`src/rtl/bt656_sync_decoder_if.sv`:
```
// Signal bundle between the BT.656 byte source and the sync decoder.
// The source drives d; the decoder drives every other signal.
`timescale 1ns/1ps
interface bt656_sync_decoder_if;
  // No valid/ready handshake. Every output is either a level or a one-cycle strobe.
  // Consumers must sample on every pclk edge. The decoder cannot stall the byte stream.
  logic [7:0]  d;
  logic [7:0]  y_out;
  logic        y_valid;
  logic        line_valid;
  logic        frame_valid;
  logic        field;
  logic        field_toggle;
  logic        sav_pulse;
  logic        eav_pulse;
  logic [11:0] line_len_last;
  logic        line_len_err;
  logic [15:0] prot_err_cnt;
  logic [2:0]  state_dbg;

  modport master (
    output d,
    input  y_out, y_valid, line_valid, frame_valid, field, field_toggle,
    input  sav_pulse, eav_pulse, line_len_last, line_len_err, prot_err_cnt,
    input  state_dbg
  );

  modport slave (
    input  d,
    output y_out, y_valid, line_valid, frame_valid, field, field_toggle,
    output sav_pulse, eav_pulse, line_len_last, line_len_err, prot_err_cnt,
    output state_dbg
  );
endinterface

```
`src/rtl/bt656_sync_decoder.sv`:
```
// BT.656 timing-reference parser: it decodes FF 00 00 XY codes, qualifies the active line,
// strobes the luma bytes, and tracks line-length and protection-error diagnostics.
`timescale 1ns/1ps
module bt656_sync_decoder #(
  parameter int ACTIVE_BYTES = 1440,
  parameter bit CHECK_PROT   = 1'b1
) (
  input logic                 pclk,
  input logic                 resetn,
  bt656_sync_decoder_if.slave bus
);

  typedef enum logic [2:0] {
    S_SEARCH = 3'd0,
    S_H1     = 3'd1,
    S_H2     = 3'd2,
    S_XY     = 3'd3,
    S_ACTIVE = 3'd4
  } state_t;

  localparam logic [11:0] ACTIVE_LEN = 12'(ACTIVE_BYTES);
  localparam logic [11:0] CNT_MAX    = 12'hFFF;
  localparam logic [15:0] PROT_MAX   = 16'hFFFF;

  state_t      state_q;
  state_t      state_d;
  logic [11:0] cnt_q;
  logic        pend_q;

  logic        is_ff;
  logic        is_00;
  logic        xy_f;
  logic        xy_v;
  logic        xy_h;
  logic        prot_ok;
  logic        xy_good;
  logic        accept;
  logic        reject;
  logic        act_data;
  logic        act_end;
  logic        luma;

  // XY byte decode. This logic is only used when state_q is S_XY.
  always_comb begin
    is_ff    = (bus.d == 8'hFF);
    is_00    = (bus.d == 8'h00);
    xy_f     = bus.d[6];
    xy_v     = bus.d[5];
    xy_h     = bus.d[4];
    prot_ok  = (bus.d[3:0] == {xy_v ^ xy_h, xy_f ^ xy_h, xy_f ^ xy_v, xy_f ^ xy_v ^ xy_h});
    xy_good  = bus.d[7] && (prot_ok || !CHECK_PROT);
    accept   = (state_q == S_XY) && xy_good;
    reject   = (state_q == S_XY) && !xy_good;
    act_data = (state_q == S_ACTIVE) && !is_ff;
    act_end  = (state_q == S_ACTIVE) && is_ff;
    luma     = act_data && cnt_q[0];
  end

  always_comb begin
    state_d = state_q;
    case (state_q)
      S_SEARCH: if (is_ff) state_d = S_H1;
      S_H1: begin
        if (is_00)      state_d = S_H2;
        else if (is_ff) state_d = S_H1;
        else            state_d = S_SEARCH;
      end
      S_H2: begin
        if (is_00)      state_d = S_XY;
        else if (is_ff) state_d = S_H1;
        else            state_d = S_SEARCH;
      end
      S_XY: begin
        if (accept && !xy_h && !xy_v) state_d = S_ACTIVE;
        else                          state_d = S_SEARCH;
      end
      S_ACTIVE: if (is_ff) state_d = S_H1;
      default:  state_d = S_SEARCH;
    endcase
  end

  always_ff @(posedge pclk or negedge resetn) begin
    if (!resetn) state_q <= S_SEARCH;
    else         state_q <= state_d;
  end

  assign bus.state_dbg = state_q;

  // pend_q marks a line that was ended by an FF and still waits for its EAV.
  // Any header break or rejected XY clears pend_q, which discards the measured length.
  always_ff @(posedge pclk or negedge resetn) begin
    if (!resetn) begin
      cnt_q             <= '0;
      pend_q            <= 1'b0;
      bus.y_out         <= '0;
      bus.y_valid       <= 1'b0;
      bus.line_valid    <= 1'b0;
      bus.frame_valid   <= 1'b0;
      bus.field         <= 1'b0;
      bus.field_toggle  <= 1'b0;
      bus.sav_pulse     <= 1'b0;
      bus.eav_pulse     <= 1'b0;
      bus.line_len_last <= '0;
      bus.line_len_err  <= 1'b0;
      bus.prot_err_cnt  <= '0;
    end else begin
      bus.y_valid   <= luma;
      bus.sav_pulse <= accept && !xy_h;
      bus.eav_pulse <= accept && xy_h;
      if (luma) bus.y_out <= bus.d;

      if (act_data && (cnt_q != CNT_MAX)) cnt_q <= cnt_q + 12'd1;
      if (accept && !xy_h && !xy_v) begin
        cnt_q          <= '0;
        bus.line_valid <= 1'b1;
      end
      if (act_end) bus.line_valid <= 1'b0;

      if (act_end)                                    pend_q <= 1'b1;
      else if ((state_q == S_XY) || (state_d == S_SEARCH)) pend_q <= 1'b0;

      if (accept) begin
        bus.field       <= xy_f;
        bus.frame_valid <= !xy_v;
        if (xy_f != bus.field) bus.field_toggle <= ~bus.field_toggle;
        if (xy_h && pend_q) begin
          bus.line_len_last <= cnt_q;
          bus.line_len_err  <= (cnt_q != ACTIVE_LEN);
        end
      end

      if (reject && (bus.prot_err_cnt != PROT_MAX))
        bus.prot_err_cnt <= bus.prot_err_cnt + 16'd1;
    end
  end

endmodule
```
`src/flat_wrapper.sv`:
```
// flat-port wrapper written by rule: the top's interface ports become plain ports
module bt656_sync_decoder_flat 
#(
  parameter int ACTIVE_BYTES = 1440,
  parameter bit CHECK_PROT   = 1'b1
)
  (pclk, resetn, bus_d, bus_y_out, bus_y_valid, bus_line_valid, bus_frame_valid, bus_field, bus_field_toggle, bus_sav_pulse, bus_eav_pulse, bus_line_len_last, bus_line_len_err, bus_prot_err_cnt, bus_state_dbg);
  bt656_sync_decoder_if bus_i ();
  input logic pclk;
  input logic resetn;
  input wire logic [$bits(bus_i.d)-1:0] bus_d;
  output wire logic [$bits(bus_i.y_out)-1:0] bus_y_out;
  output wire logic [$bits(bus_i.y_valid)-1:0] bus_y_valid;
  output wire logic [$bits(bus_i.line_valid)-1:0] bus_line_valid;
  output wire logic [$bits(bus_i.frame_valid)-1:0] bus_frame_valid;
  output wire logic [$bits(bus_i.field)-1:0] bus_field;
  output wire logic [$bits(bus_i.field_toggle)-1:0] bus_field_toggle;
  output wire logic [$bits(bus_i.sav_pulse)-1:0] bus_sav_pulse;
  output wire logic [$bits(bus_i.eav_pulse)-1:0] bus_eav_pulse;
  output wire logic [$bits(bus_i.line_len_last)-1:0] bus_line_len_last;
  output wire logic [$bits(bus_i.line_len_err)-1:0] bus_line_len_err;
  output wire logic [$bits(bus_i.prot_err_cnt)-1:0] bus_prot_err_cnt;
  output wire logic [$bits(bus_i.state_dbg)-1:0] bus_state_dbg;
  assign bus_i.d = bus_d;
  assign bus_y_out = bus_i.y_out;
  assign bus_y_valid = bus_i.y_valid;
  assign bus_line_valid = bus_i.line_valid;
  assign bus_frame_valid = bus_i.frame_valid;
  assign bus_field = bus_i.field;
  assign bus_field_toggle = bus_i.field_toggle;
  assign bus_sav_pulse = bus_i.sav_pulse;
  assign bus_eav_pulse = bus_i.eav_pulse;
  assign bus_line_len_last = bus_i.line_len_last;
  assign bus_line_len_err = bus_i.line_len_err;
  assign bus_prot_err_cnt = bus_i.prot_err_cnt;
  assign bus_state_dbg = bus_i.state_dbg;
  bt656_sync_decoder #(.ACTIVE_BYTES(ACTIVE_BYTES), .CHECK_PROT(CHECK_PROT)) u_core (.pclk(pclk), .resetn(resetn), .bus(bus_i));
endmodule
```
`config.mk`:
```
export PLATFORM = sky130hd
export DESIGN_NAME = bt656_sync_decoder_flat
export DESIGN_NICKNAME = d
export VERILOG_FILES = /design/src/rtl/bt656_sync_decoder_if.sv /design/src/rtl/bt656_sync_decoder.sv /design/src/flat_wrapper.sv
export SDC_FILE = /design/constraint.sdc
export NUM_CORES = 1
export LEC_CHECK = 0
export BUFFER_PORTS_ARGS = -buffer_cell sky130_fd_sc_hd__buf_2
export CAP_MARGIN = 20
export CORE_ASPECT_RATIO = 1.2
export CORE_MARGIN = 1
export CORE_UTILIZATION = 38
export DETAILED_ROUTE_END_ITERATION = 6
export SKIP_LAST_GASP = 1
export SLEW_MARGIN = 20
export SYNTH_ARGS = -nofsm -noshare
export SYNTH_HDL_FRONTEND = slang
export SYNTH_SLANG_ARGS = --single-unit
```
`constraint.sdc`:
```
create_clock -name pclk -period 2.3 [get_ports pclk]
set_input_delay 0.46 -clock pclk [delete_from_list [all_inputs] [get_ports pclk]]
set_output_delay 0.46 -clock pclk [all_outputs]
set_load 0.03 [all_outputs]
```
==> metrics <==
number of I/O port buffers=56; dpl cell area=3540 um^2; IR drop worst, VDD=0.281 mV; areal power density over the cells=558 nW/um^2; count of flip-flops with a built-in enable after synthesis=0; chip width=83.9 um; Synth area leader=sky130_fd_sc_hd__dfrtp_1; routability congestion estimate=0.795; final-stage net count=357; number of antenna violations at the first check in global routing=0; hold buffer count at cts=0; top post-synthesis cells by count=sky130_fd_sc_hd__dfrtp_1, sky130_fd_sc_hd__nor2_1, sky130_fd_sc_hd__xor2_1; Critical Path Start Type=primary input; HPWL reported at the end of detailed placement=4750 um; quantity of gates resized following cts=0; worst slack after detailed placement=-0.0587 ns; number of inserted filler cells in the final layout=737; detailed-route via count=2323; total power=2.06 mW; total core area=7750 um^2; cell count after synthesis=268; worst reg2reg path startpoint=u_core.cnt_q[0]; design area=3690 um^2; Max Freq=499 MHz; CTS root buffer=sky130_fd_sc_hd__clkbuf_8; slew at the pin closest to its max-slew limit=0.497 ns; total congestion overflow=0; worst reg2reg setup slack=0.30 ns; run status=complete, but fails checks; top cells by area in the synthesized netlist=sky130_fd_sc_hd__dfrtp_1, sky130_fd_sc_hd__mux2_2, sky130_fd_sc_hd__xor2_1; placement row count=35; final critical-path required period=2.00 ns; register bit count reported by yosys=60; clock-pin slew on the worst setup and hold paths=0.07 ns; CTS Buffer Depth=2; library cells used by synthesis=54; Area Growth Syn to Fin=20.7%; Post-CTS Setup Repair Bufs=0; Post-synth ARST share=100%; Worst Path Required=2.53 ns; y dimension of the die=100 um; mean instance size in the synthesized netlist=11.4 um^2; sort of element at the end of the critical path=flip-flop; TritonRoute pass-1 iters=6; start-to-end type of the worst setup path=primary input to flip-flop; post-detailed-route count of antenna-violating nets=0; worst-case hold slack=0.0733 ns; Lkg Pwr=1.67 nW; largest net degree at the start of global routing=41; sequential element share of the synthesized area=49.1%; final sum of negative setup slack=0 ns; R2R depth=5; most frequently used cell type in the post-synthesis netlist=sky130_fd_sc_hd__dfrtp_1; worst slew margin relative to its limit=66.7%; skew final=0.00546 ns; timing startpoint of the critical path=bus_d[4]; data arrival at the endpoint of the critical path=2.23 ns; clock tree from TritonCTS=yes; CTS H-tree lvls=3; iteration-0 DRC count of the detailed router=103; Final Hold Viols=0; GRT Total Usage=17.1%; min-delay worst type=primary input to async pin; per-cell routed wire length=15.0 um; initial cell density of the core=39.5%; Post-Syn Area=3060 um^2; Maximum Capacitance Violations=0; net count after synthesis=283; reg-to-reg critical path endpoint=u_core.cnt_q[6]; Vias/cell=5.30; peak fanout along the critical path=14; number of buffers created by CTS=9; total of warnings raised by yosys=0; final number of setup-violating endpoints=0; num ports=57; area share of the leading cell type in the synthesized netlist=49.1%; most common flop cell mapped by yosys=sky130_fd_sc_hd__dfrtp_1; setup repair after global routing missed its margin=no; Worst-Skew Late Latency=0.34 ns; DIE AREA=8410 um^2; clock sink total=60; Ant. Diodes=0; wire length of the first global-routing pass=11100 um; final worst setup slack=0.297 ns; layout cells sized above 1=34.1%; vias in the first global route=2311; violations in the final reports=design-rule violations; final cycle utilization of the critical path=87.1%; post-detailed-routing wire length=6560 um; Pins Over Slew Limit=0; drt drc=7
## flip-flops by register name, indices dropped and copies added (netlist names)
register / count
u_core.bus.eav_pulse: 1
u_core.bus.field: 1
u_core.bus.field_toggle: 1
u_core.bus.frame_valid: 1
u_core.bus.line_len_err: 1
u_core.bus.line_len_last: 12
u_core.bus.line_valid: 1
u_core.bus.prot_err_cnt: 16
u_core.bus.sav_pulse: 1
u_core.bus.state_dbg: 3
u_core.bus.y_out: 8
u_core.bus.y_valid: 1
u_core.cnt_q: 12
u_core.pend_q: 1
## cell type report
type                            count  area, um^2  share of cell area (%)
Clock inverter                      3        15.0                   0.407
Inverter                           10        37.5                    1.02
Sequential cell                    60        1500                    40.7
Tap cell                           92         115                    3.12
Timing Repair Buffer               73         433                    11.7
Multi-Input combinational cell    188        1450                    39.4
Clock buffer                       12         135                    3.66
## cell families (layout without fill, tap and decap cells)
logic type | after synthesis | in the layout | synth area share [%]
and+or+nand+nor | 102 | 102 | 21.4
DFF | 60 | 60 | 49.1
AOI/OAI and AO/OA | 29 | 29 | 6.59
xor gates and xnor gates | 27 | 27 | 8.22
muxes | 25 | 25 | 9.21
buffers and inverters | 20 | 98 | 3.40
adders and majority gates | 5 | 5 | 2.05
## layer usage
layer | GRT usage, % | wire (um) | part of all wire (%) | vias up
met5 | 0 | 0 | 0 | -
met4 | 9.02 | 122 | 1.9 | 0
met3 | 3.62 | 284 | 4.3 | 13
met2 | 28.8 | 3240 | 49 | 60
met1 | 20.6 | 2920 | 45 | 1144
li1 | - | - | - | 1106
## worst max-delay path, cell delays in order
cell and delay, ns:
sky130_fd_sc_hd__buf_2 0.09, sky130_fd_sc_hd__inv_1 0.05, sky130_fd_sc_hd__ha_1 0.29, sky130_fd_sc_hd__xnor2_1 0.24
sky130_fd_sc_hd__o211ai_2 0.23, sky130_fd_sc_hd__nor4_4 0.34, sky130_fd_sc_hd__buf_12 0.18, sky130_fd_sc_hd__mux2_2 0.34
## where the power goes
part	total, mW	internal, mW	switching (mW)
sequential	1.09	1.07	0.0173
clock	0.778	0.380	0.398
combinational	0.191	0.0643	0.127
## metrics by stage
| step | utilization (%) | instances |
|---|---|---|
| floorplan | - | 268 |
| global placement | 45.7 | 423 |
| detailed placement | 45.7 | 423 |
| CTS | 47.6 | 438 |
| global route | 47.6 | 438 |
| finish | 47.6 | 438 |
## placed cells by master, fill, tap and decap left out, drive strengths merged, types with 2 or more instances in the layout
cell type  instances
dfrtp             60
o21a               2
nand4              8
nor3b              2
xor2              17
and3               3
nor3              13
ha                 5
a2111oi            4
clkinv             3
inv               10
a21oi              7
nand3             10
buf               73
nand2             15
mux2              22
o21ai              8
and4               3
xnor2             10
nor4              14
clkbuf            12
and2               4
nor2              21
mux2i              3
## worst max path at each step
stage	to	slack, ns	cells after the start
global route	u_core.cnt_q[6]	0.1	5
finish	u_core.bus.line_len_last[1]	0.30	8
global placement	u_core.bus.line_len_last[1]	0.02	8
floorplan	u_core.bus.line_len_last[3]	0.07	7
detailed placement	u_core.bus.line_len_last[1]	-0.06	8
CTS	u_core.cnt_q[6]	0.27	5
Note: power is estimated with default switching activity, not from simulation.
